--- src/rtl/rr_sel_arbiter4_if.sv ---
// Bundles the request/grant signals of the 4-channel round-robin select arbiter.
//
// Signals:
//   req        per-channel level request, bit i = channel i     (master -> slave)
//   done       single-cycle completion pulse from current owner (master -> slave)
//   sel        registered 2-bit mux select of the granted channel (slave -> master)
//   gnt        registered one-hot grant, 0000 when idle            (slave -> master)
//   gnt_valid  registered, high while a grant is active            (slave -> master)
//   timeout    registered one-cycle pulse on forced release        (slave -> master)
//
// The arbiter connects through the slave modport; requesters and the mux stage
// use the master modport.
interface rr_sel_arbiter4_if;
  logic [3:0] req;
  logic       done;
  logic [1:0] sel;
  logic [3:0] gnt;
  logic       gnt_valid;
  logic       timeout;

  modport master (
    output req,
    output done,
    input  sel,
    input  gnt,
    input  gnt_valid,
    input  timeout
  );

  modport slave (
    input  req,
    input  done,
    output sel,
    output gnt,
    output gnt_valid,
    output timeout
  );
endinterface

--- src/rtl/rr_sel_arbiter4.sv ---
// Four-requester round-robin arbiter driving the registered select of the 4:1
// data mux that follows it. One channel is granted at a time and sel is held
// stable for the whole grant. A grant ends on done, on withdrawal of the
// owner's request, or after MAX_HOLD cycles. Every hand-over passes through at
// least one idle cycle so sel never moves while gnt_valid is high.
//
// Parameters:
//   MAX_HOLD  maximum cycles a grant may last before forced release; 0 disables
//   CNT_W     hold counter width, 2**CNT_W must be >= MAX_HOLD
//
// Ports:
//   clk   system clock, rising edge
//   rst   synchronous active-high reset
//   bus   rr_sel_arbiter4_if slave modport (req, done in; sel, gnt, gnt_valid,
//         timeout out, all outputs straight from flops)
module rr_sel_arbiter4 #(
  parameter int unsigned MAX_HOLD = 8,
  parameter int unsigned CNT_W    = 4
) (
  input logic              clk,
  input logic              rst,
  rr_sel_arbiter4_if.slave bus
);

  typedef enum logic {
    StIdle  = 1'b0,
    StGrant = 1'b1
  } state_e;

  // Hold count at which the timeout fires; unused when MAX_HOLD is 0.
  localparam logic [CNT_W-1:0] HoldLast = (MAX_HOLD == 0) ? '0 : CNT_W'(MAX_HOLD - 1);
  localparam logic [CNT_W-1:0] HoldMax  = '1;

  state_e           state_q, state_d;
  logic [1:0]       sel_q, sel_d;
  logic [1:0]       last_q, last_d;
  logic [3:0]       gnt_q, gnt_d;
  logic             timeout_q, timeout_d;
  logic [CNT_W-1:0] hold_q, hold_d;

  // Round-robin pick: first requester scanning upward from last_q + 1.
  logic [1:0] pick;
  logic       pick_found;
  logic [1:0] cand;

  always_comb begin
    pick       = '0;
    pick_found = 1'b0;
    cand       = '0;
    for (int k = 1; k <= 4; k++) begin
      cand = last_q + 2'(k);
      if (!pick_found && bus.req[cand]) begin
        pick       = cand;
        pick_found = 1'b1;
      end
    end
  end

  // Release causes, highest priority first.
  logic rel_done;
  logic rel_drop;
  logic rel_hold;

  always_comb begin
    rel_done = bus.done;
    rel_drop = !bus.req[sel_q];
    rel_hold = (MAX_HOLD != 0) && (hold_q == HoldLast);
  end

  always_comb begin
    state_d   = state_q;
    sel_d     = sel_q;
    last_d    = last_q;
    gnt_d     = gnt_q;
    hold_d    = hold_q;
    timeout_d = 1'b0;

    unique case (state_q)
      StIdle: begin
        // done is ignored here; only requests matter.
        if (pick_found) begin
          state_d = StGrant;
          sel_d   = pick;
          gnt_d   = 4'b0001 << pick;
          hold_d  = '0;
        end
      end
      StGrant: begin
        if (rel_done || rel_drop || rel_hold) begin
          state_d   = StIdle;
          gnt_d     = 4'b0000;
          last_d    = sel_q;
          hold_d    = '0;
          // Flag only a pure timeout, not a release that was happening anyway.
          timeout_d = rel_hold && !rel_done && !rel_drop;
        end else if (hold_q != HoldMax) begin
          hold_d = hold_q + 1'b1;
        end
      end
      default: begin
        state_d = StIdle;
        gnt_d   = 4'b0000;
        hold_d  = '0;
      end
    endcase
  end

  always_ff @(posedge clk) begin
    if (rst) begin
      state_q   <= StIdle;
      sel_q     <= 2'd0;
      last_q    <= 2'd3;  // channel 0 wins first after reset
      gnt_q     <= 4'b0000;
      hold_q    <= '0;
      timeout_q <= 1'b0;
    end else begin
      state_q   <= state_d;
      sel_q     <= sel_d;
      last_q    <= last_d;
      gnt_q     <= gnt_d;
      hold_q    <= hold_d;
      timeout_q <= timeout_d;
    end
  end

  // Single-bit state register doubles as the grant-valid flop.
  assign bus.sel       = sel_q;
  assign bus.gnt       = gnt_q;
  assign bus.gnt_valid = (state_q == StGrant);
  assign bus.timeout   = timeout_q;

  // Structural invariants of the grant outputs.
  a_gnt_onehot0 : assert property (@(posedge clk) disable iff (rst) $onehot0(gnt_q));
  a_valid_match : assert property (@(posedge clk) disable iff (rst)
    (state_q == StGrant) == (gnt_q != 4'b0000));
  a_gnt_sel     : assert property (@(posedge clk) disable iff (rst)
    (state_q == StGrant) |-> (gnt_q == (4'b0001 << sel_q)));

endmodule

--- src/flat_wrapper.sv ---
// flat-port wrapper written by rule: the top's interface ports become plain ports
module rr_sel_arbiter4_flat 
#(
  parameter int unsigned MAX_HOLD = 8,
  parameter int unsigned CNT_W    = 4
)
  (clk, rst, bus_req, bus_done, bus_sel, bus_gnt, bus_gnt_valid, bus_timeout);
  rr_sel_arbiter4_if bus_i ();
  input logic clk;
  input logic rst;
  input wire logic [$bits(bus_i.req)-1:0] bus_req;
  input wire logic [$bits(bus_i.done)-1:0] bus_done;
  output wire logic [$bits(bus_i.sel)-1:0] bus_sel;
  output wire logic [$bits(bus_i.gnt)-1:0] bus_gnt;
  output wire logic [$bits(bus_i.gnt_valid)-1:0] bus_gnt_valid;
  output wire logic [$bits(bus_i.timeout)-1:0] bus_timeout;
  assign bus_i.req = bus_req;
  assign bus_i.done = bus_done;
  assign bus_sel = bus_i.sel;
  assign bus_gnt = bus_i.gnt;
  assign bus_gnt_valid = bus_i.gnt_valid;
  assign bus_timeout = bus_i.timeout;
  rr_sel_arbiter4 #(.MAX_HOLD(MAX_HOLD), .CNT_W(CNT_W)) u_core (.clk(clk), .rst(rst), .bus(bus_i));
endmodule
--- config.mk ---
export PLATFORM = sky130hd
export DESIGN_NAME = rr_sel_arbiter4_flat
export DESIGN_NICKNAME = d
export VERILOG_FILES = /design/src/rtl/rr_sel_arbiter4_if.sv /design/src/rtl/rr_sel_arbiter4.sv /design/src/flat_wrapper.sv
export SDC_FILE = /design/constraint.sdc
export NUM_CORES = 1
export LEC_CHECK = 0
export ABC_AREA = 0
export CAP_MARGIN = 20
export CORE_MARGIN = 2
export CORE_UTILIZATION = 45
export DETAILED_ROUTE_END_ITERATION = 12
export PLACE_DENSITY = 0.72
export SKIP_CTS_REPAIR_TIMING = 1
export SLEW_MARGIN = 20
export SYNTH_ARGS = -nofsm -noshare
export SYNTH_HDL_FRONTEND = slang
export SYNTH_SLANG_ARGS = --single-unit
export TNS_END_PERCENT = 5
--- constraint.sdc ---
create_clock -name clk -period 2.1 [get_ports clk]
set_clock_uncertainty 0.15 [all_clocks]
set_input_delay 0.21 -clock clk [delete_from_list [all_inputs] [get_ports clk]]
set_output_delay 0.21 -clock clk [all_outputs]
set_load 0.02 [all_outputs]
==> results by group <==
Status
  – Status: finished clean

Global route
  – Global-route wire length before repair: 2.628 mm
  – Remaining global-route overflow: 0
  – Initial antenna violation count: 0
  – GRT Total Usage: 18.35%
  – Vias in the first global route: 623
  – Pin count of the biggest net entering global routing: 17

STA
  – Unrepaired setup endpoints after global routing: false
  – Fin Hold WS: 0.3100 ns
  – Setup Viol. Count Final: 0
  – Slew @ Worst Pin: 0.5860 ns
  – Slew margin rel.: 60.81%
  – Final Critical Period: 1.812 ns
  – Peak Freq: 0.5518 GHz
  – Setup_tns: 0 ns
  – Fin. max-slew vios: 0
  – Tcrit/Tclk final: 86.30%
  – Final hold vios: 0

Synth
  – Syn Inst Count: 84
  – Syn Std Cell Area: 728.2 um2
  – Adder-cell share of the synthesized area: 1.718%
  – Syn Area/Cell: 8.669 um2
  – Post-synthesis simple-gate area fraction: 28.35%
  – Syn nets: 92
  – Netlist cell types: 32
  – Top cell type's share of synthesized area: 38.49%
  – Synth warn: 0
  – Register area share after synthesis: 38.49%
  – Synth top cells by count: dfxtp_1 (14), nor2_1 (14), a21oi_1 (8)
  – Post-Synth XOR/XNOR Area: 0%
  – Mux contribution to synthesized area: 4.811%
  – Post-synth EDFFs: 0
  – Post-synthesis compound-gate area fraction: 22.51%
  – Flops & latches, synth: 14
  – Area leader, netlist: dfxtp_1
  – Ys async rst share: 0%
  – Top cells by area, synth: dfxtp_1 (38%), nor2_1 (7.2%), a21oi_1 (5.5%)
  – Largest family of logic cells by synthesized area: simple AND/OR/NAND/NOR gates
  – Most used DFF post-synth: dfxtp_1

Clock network
  – CTS max path bufs: 2
  – Root Buffer: clkbuf_4
  – H-tree Lvls: 1
  – CTS tree: yes
  – CTS Buf Count: 3
  – CTS Sinks: 14
  – Skew-Pair Late Insertion Delay: 0.27 ns
  – Clk pin slew, worst setup/hold paths: 0.08 ns

Hold path
  – Hold Startpoint: u_core.bus.gnt[0]
  – Worst hold endpoint: u_core.bus.gnt[0]
  – Hold WC Path Type: flop to flop
  – Worst Hold Depth: 2

Layout
  – Area occupied by multi-input gates: 417.9 um2
  – # nets final: 111
  – Diode count: 0
  – Reg area: 280.3 um2
  – Area Growth Syn to Fin: 24.57%
  – Fillers: 135
  – Layout cells sized above 1: 10.89%

Floorplan
  – Placement Rows: 14
  – Die Height: 44.23 um
  – Die width: 44.23 um
  – Core area: 1506 um2
  – Starting Density: 48.34%
  – IO Count: 15
  – Die area: 1956 um2

Job
  – Maxcap violations: 0

Worst setup path
  – Critical path data required time: 2.09 ns
  – Critical Path Start Type: flop
  – R2R cell count: 5
  – R2r setup slk: 0.29 ns
  – Worst reg2reg endpoint: u_core.bus.gnt[2]
  – Crit-path max FO: 7
  – Crit Path Class: flop to flop
  – Kind of end point of the critical path: flop
  – FF-to-FF Start: u_core.bus.sel[0]
  – WP data arrival: 1.80 ns

Power and ir drop
  – Pleak: 0.3391 nW
  – Maximum VDD drop: 441.5 uV
  – Overall power: 0.5950 mW
  – PD cells: 655.9 nW/um2

Route
  – Vias: 657
  – Initial detailed-routing violation count: 12
  – Antenna-violating nets left: 0
  – WL final: 1.475 mm
  – Via density: 5.615
  – Detailed-route DRC error count: 0
  – Drt wl/cell: 12.61 um
  – Drt first pass iters: 4

Placed design
  – IO buf count: 14
  – Post-DP HPWL: 1.105 mm
  – Routability Congestion: 0.7460
placed cells by master, fill, tap and decap left out, drive strengths merged:
cell,count
a32oi,1
nor4,2
nor2,15
nand2,5
a311oi,1
or2,1
clkbuf,3
mux2,1
a22oi,1
a2bb2oi,1
buf,2
a21oi,9
dfxtp,14
nor3,3
nand4b,1
o21ai,2
mux2i,2
inv,3
o22ai,2
ha,1
nor3b,1
a211oi,3
nand3b,4
clkdlybuf4s50,14
nand2b,4
and2,1
o22a,1
o41a,1
nand3,1
o32a,1
registers in the layout, summed over array words and instances, names as in the netlist:
signal                count
u_core.bus.gnt            4
u_core.bus.gnt_valid      1
u_core.bus.sel            2
u_core.bus.timeout        1
u_core.hold_q             4
u_core.last_q             2
worst max path at each step:
stage | end | slack [ns] | startpoint
after global placement | u_core.bus.gnt[2] | 0.07 | bus_req[0]
after global routing | u_core.bus.gnt[2] | 0.08 | u_core.bus.sel[0]
after detailed placement | u_core.bus.gnt[2] | 0.06 | bus_req[0]
final | u_core.bus.gnt[2] | 0.29 | u_core.bus.sel[0]
after floorplan | u_core.bus.gnt[2] | 0.40 | u_core.bus.sel[0]
after CTS | u_core.bus.gnt[2] | 0.27 | u_core.bus.sel[0]
metrics by stage:
step	utilization, %	cell area [um2]	worst slack, ns	instances
detailed placement	58.72	884.6	0.05970	114
global route	60.22	907.1	0.08032	117
floorplan	-	728.2	0.4020	84
finish	60.22	907.1	0.2877	117
global placement	58.72	884.6	0.06904	114
CTS	60.22	907.1	0.2696	117
kinds of logic (layout without fill, tap and decap cells):
| kind of cell | Yosys count | after routing |
|---|---|---|
| DFF | 14 | 14 |
| AOI/OAI and AO/OA | 23 | 23 |
| muxes | 3 | 3 |
| adders and majority gates | 1 | 1 |
| buffers and inverters | 5 | 22 |
| and+or+nand+nor | 38 | 38 |
cell type report:
type / instances / area share (%)
inverters: 3 / 1.241
flip-flops and latches: 14 / 30.90
clock buffers: 3 / 2.483
repair buffers: 16 / 17.10
multi-input cells: 65 / 46.07
well taps: 16 / 2.207
metal layers:
layer  global-route usage (%)  vias up  wire length [um]
met1                    25.77      295               734
met4                    9.091        0                10
met5                        0        -                 0
li1                         -      347                 -
met3                    4.490        2                81
met2                    26.18       13               647
power breakdown:
part	total (mW)	leakage [nW]	internal (mW)	switching, mW
clock network	0.144	0.0138	0.0663	0.0774
logic	0.149	0.211	0.0751	0.0736
registers	0.303	0.114	0.283	0.0197
total	0.595	0.339	0.424	0.171
critical path, cell delays in order, from the launching register on:
cell,delay [ns]
dfxtp_1,0.45
mux2_4,0.34
a2bb2oi_2,0.27
o21ai_0,0.22
a32oi_1,0.19
nor2_1,0.06
No activity file was read; power rests on OpenSTA's default activity.
==> variant 1, RTL diff (same flow settings) <==
`MAX_HOLD` is set to 8 in 2 places; all go to 4.
--- a/src/rtl/rr_sel_arbiter4.sv
+++ b/src/rtl/rr_sel_arbiter4.sv
@@ -14,7 +14,7 @@
 //   bus   rr_sel_arbiter4_if slave modport (req, done in; sel, gnt, gnt_valid,
 //         timeout out, all outputs straight from flops)
 module rr_sel_arbiter4 #(
-  parameter int unsigned MAX_HOLD = 8,
+  parameter int unsigned MAX_HOLD = 4,
   parameter int unsigned CNT_W    = 4
 ) (
   input logic              clk,
--- a/src/flat_wrapper.sv
+++ b/src/flat_wrapper.sv
@@ -1,7 +1,7 @@
 // flat-port wrapper written by rule: the top's interface ports become plain ports
 module rr_sel_arbiter4_flat 
 #(
-  parameter int unsigned MAX_HOLD = 8,
+  parameter int unsigned MAX_HOLD = 4,
   parameter int unsigned CNT_W    = 4
 )
   (clk, rst, bus_req, bus_done, bus_sel, bus_gnt, bus_gnt_valid, bus_timeout);
Check against the original RTL: not equivalent (a bounded check fails within 10 cycles, from zero or initial values and one cycle with rst high).
==> variant 1 against the original RTL <==
- routed wire length increased by 3.3%
- combinational power increased by 3%
- synthesized area increased by 4.6%
- cell count increased by 2.6%
- sequential cell count unchanged
- worst setup slack got worse by 0.0032 ns
- sequential power about the same
- first-iteration DRC count increased by 33%
- total power increased by 9.5%
- final area increased by 6.5%
- largest power group unchanged
- highest routed layer unchanged
==> variant 1: results <==
clock_network:
  clk_latency_ns: 0.28
  clockBufferDepth: 2
  cts_buffers: 3
  h-tree-depth: 1
  root_buffer: "clkbuf_4"
  clk_pin_slew_ns: 0.09
final_layout:
  num_antenna_cells: 0
  drive_gt1_share_pct: 18.3
  fill_cells: 123
  fin_nets: 113
detailed_routing:
  drt-vias-per-instance: 5.83
  wl_per_cell_um: 12.7
  dr.first_iter.drc_count: 16
  wl_um: 1520
  dr.pass1.iters: 4
logic_synthesis:
  syn_avg_cell_area_um2: 8.86
  postSynth.asyncResetShare_pct: 0
  yosys_warnings: 0
  syn-num-nets: 94
  yosys-top-cells-count: "dfxtp_1, a21oi_1, nor2_1"
  synth_area_leader_cell: "dfxtp_1"
  synth_area_leaders: "dfxtp_1, a21oi_1, nor2_1, a32oi_4, o21ai_2"
  synth_cell_type_count: 36
  seq_area_frac_synth_pct: 36.8
grt:
  antenna_found_initial: 0
  grt_pass1_wl_um: 2500
  grt_pass1_vias: 596
  gr-usage-all-layers_pct: 16.5
  grt_max_degree: 17
worst_setup_path:
  worstPathMaxFanout: 8
  critPathArrivalTime_ns: 1.82
power_and_ir_drop:
  p_leak_nw: 0.343
  power.density_mw_per_mm2: 675
  max-vdd-ir-drop_uv: 485
timing:
  worst_pin_slew_ns: 0.568
outcome:
  status: "complete, no violations"
placement:
  gp_congestion: 0.807
  hpwl_um: 1160
  io_buffers: 14
  dpl_cell_area_um2: 930
  numPlacedInstances: 116
  dp_slack_ns: -0.00771
hold_path:
  hold_class: "register to register"
[variant 1: cell count changes after synthesis, sizes merged, moves of 2 or more]
cell	before	now
nor2	15	10
nand3	1	5
a21oi	9	11
clkbuf	0	2
mux2i	2	0
nand3b	4	2
nor3b	1	3
o21ai	2	4
[variant 1: critical path, stage by stage]
cell and delay [ns]:
clkdlybuf4s50_1 0.48, nor4_1 0.44, nand2b_1 0.31, nand3_1 0.17, a2bb2oi_1 0.16, nor2_1 0.05
[variant 1: metal layers]
layer,vias to the layer above,track usage (%),routed length [um]
met4,0,7.06,17
met2,24,25.1,669
met5,-,0,0
met3,3,3.20,128
met1,315,22.5,709
li1,357,-,-
[variant 1: where the power goes]
part,internal [mW],switching (mW),total (mW)
clock,0.106,0.0886,0.194
combinational,0.0770,0.0775,0.154
sequential,0.283,0.0198,0.303
total,0.466,0.186,0.652
[variant 1: layout make-up]
cell class	instances	share of cell area (%)
clock buffer	4	3.76
inverter	2	0.777
multi-input combinational	67	47.5
sequential	14	29.0
tap	16	2.07
timing repair buffer	17	16.8
[variant 1: cell families after synthesis]
family          share of synthesized area (%)
simple gates                             28.9
compound gates                           26.3
flops                                    36.8
buf+inv                                  2.96
mux                                      3.45
fa+ha+maj                                1.64
[variant 1: path summary, 6_finish.rpt]
| path | start | to | cells past startpoint | slack [ns] |
|---|---|---|---|---|
| setup / recovery | bus_req[3] | u_core.hold_q[2] | 6 | 0.28 |
| hold / removal | u_core.bus.gnt[3] | u_core.bus.gnt[3] | 2 | 0.32 |
| setup reg to reg | u_core.bus.sel[0] | u_core.bus.gnt[2] | 5 | 0.39 |
| hold reg to reg | u_core.bus.gnt[3] | u_core.bus.gnt[3] | 2 | 0.32 |
==> variant 2, RTL diff (same settings) <==
Without the edit above. Reset style: asynchronous (`rst`), changed in one clocked block. Comments in the files are not updated.
--- a/src/rtl/rr_sel_arbiter4.sv
+++ b/src/rtl/rr_sel_arbiter4.sv
@@ -105,7 +105,7 @@
     endcase
   end
 
-  always_ff @(posedge clk) begin
+  always_ff @(posedge clk or posedge rst) begin
     if (rst) begin
       state_q   <= StIdle;
       sel_q     <= 2'd0;
Formal check against the unedited RTL: differs if rst is asserted again (counterexample within 4 cycles, from zero or initial values and one cycle with rst high); with rst held inactive, the same outputs for 10 cycles.
==> variant 2 against the original RTL <==
- synthesized area up 6.2%
- sequential cell count unchanged
- worst setup slack worse by 0.079 ns
- via count down 5.6%
- routed wire length up 7.7%
- non-clock buffer count down 2
- largest cell class unchanged
- final area up 5.2%
Power is not compared: it rests on default switching activity, and its combinational part moved more than twofold at a synthesized area within 25%.
==> variant 2: results <==
grt:
  grt_max_degree: 15
  grt_pass1_wl_um: 2670
  grt_pass1_vias: 561
  gr-usage-all-layers_pct: 18.2
worst_setup_path:
  endpoint: "bus_gnt_valid"
  r2r_cells: 4
  critPathArrivalTime_ns: 1.53
  reg2reg_slack_ns: 0.36
  slowest_stage: "clkdlybuf4s50_1"
  crit_path_start: "u_core.bus.gnt_valid"
  worstPathMaxFanout: 13
  crit_family: "buffers and inverters"
  rr_endpoint: "u_core.bus.sel[0]"
  slowest_delay_ns: 0.68
  reg2reg_from: "u_core.last_q[0]"
hold_path:
  hold_class: "input pin to async pin"
logic_synthesis:
  synth_flop_cell: "dfrtp_1"
  yosys-top-cells-count: "dfrtp_1, nand2b_1, inv_1, nor2_1"
  synth_area_leaders: "dfrtp_1, dfstp_2, nand2b_1, o2bb2ai_1, mux2_4"
  postSynth.asyncResetShare_pct: 100
  synth_cell_type_count: 31
  seq_area_frac_synth_pct: 45.6
  syn-num-nets: 80
outcome:
  status: "complete, no violations"
final_layout:
  drive_gt1_share_pct: 13.5
  fill_cells: 139
  fin_nets: 98
  num_antenna_cells: 0
detailed_routing:
  wl_um: 1590
  dr.pass1.iters: 4
  drt-vias-per-instance: 5.90
clock_network:
  clk_pin_slew_ns: 0.08
  cts_buffers: 3
  clk_latency_ns: 0.27
placement:
  gp_congestion: 0.820
  hpwl_um: 1180
timing:
  max-slew-margin-rel_pct: 63.6
-- variant 2: changes by cell type after synthesis, moves of 3 or more --
cell / unedited run / this run
dfxtp_1: 14 / 0
dfrtp_1: 0 / 12
nor2_1: 14 / 5
a21oi_1: 8 / 2
o2bb2ai_1: 0 / 4
a31oi_1: 0 / 3
nand3b_1: 3 / 0
-- variant 2: cells by family after synthesis --
kind of cell	after synthesis	share of synthesized area, %
and+or+nand+nor	25	18.3
AOI/OAI and AO/OA	22	24.9
DFF	14	45.6
buffers and inverters	6	3.07
muxes	4	6.47
adders and majority gates	1	1.62
-- variant 2: worst min-delay path by stage --
stage / start / end
3_3_place_gp: u_core.bus.gnt[0] / u_core.bus.gnt[0]
4_1_cts: rst / u_core.bus.gnt[3]
3_5_place_dp: u_core.bus.gnt[0] / u_core.bus.gnt[0]
2_1_floorplan: rst / u_core.bus.gnt[0]
5_1_grt: rst / u_core.hold_q[0]
6_report: rst / u_core.bus.gnt[1]
-- variant 2: area by class of cell --
cell class                 count  area [um2]  share of cell area, %
clock buffer                   4        26.3                   2.75
timing repair buffer          14         140                   14.7
multi-input combinational     52         397                   41.5
inverter                       5        18.8                   1.97
tap                           16        20.0                   2.10
sequential                    14         353                   37.0
-- variant 2: report_power, final --
part           leakage (nW)  internal (mW)  switching [mW]  total, mW
Combinational         0.213          0.302           0.273      0.575
Clock                0.0150         0.0737          0.0819      0.156
Sequential            0.178          0.376           0.120      0.496
-- variant 2: stage by stage --
| stage | hold WS (ns) | setup WS (ns) | cell area (um2) | std cells | util [%] |
|---|---|---|---|---|---|
| floorplan | -0.0522 | 0.436 | 773 | 72 | - |
| global placement | 0.327 | 0.180 | 928 | 101 | 59.6 |
| detailed placement | 0.324 | 0.159 | 928 | 101 | 59.6 |
| CTS | 0.113 | 0.207 | 955 | 105 | 61.2 |
| global route | 0.145 | 0.146 | 955 | 105 | 61.2 |
| finish | 0.102 | 0.209 | 955 | 105 | 61.2 |
-- variant 2: metal layers --
metal	track usage (%)	part of all wire (%)
met5	0	0
met4	1.76	0
met3	7.54	5.2
met2	26.8	45
met1	25.9	50
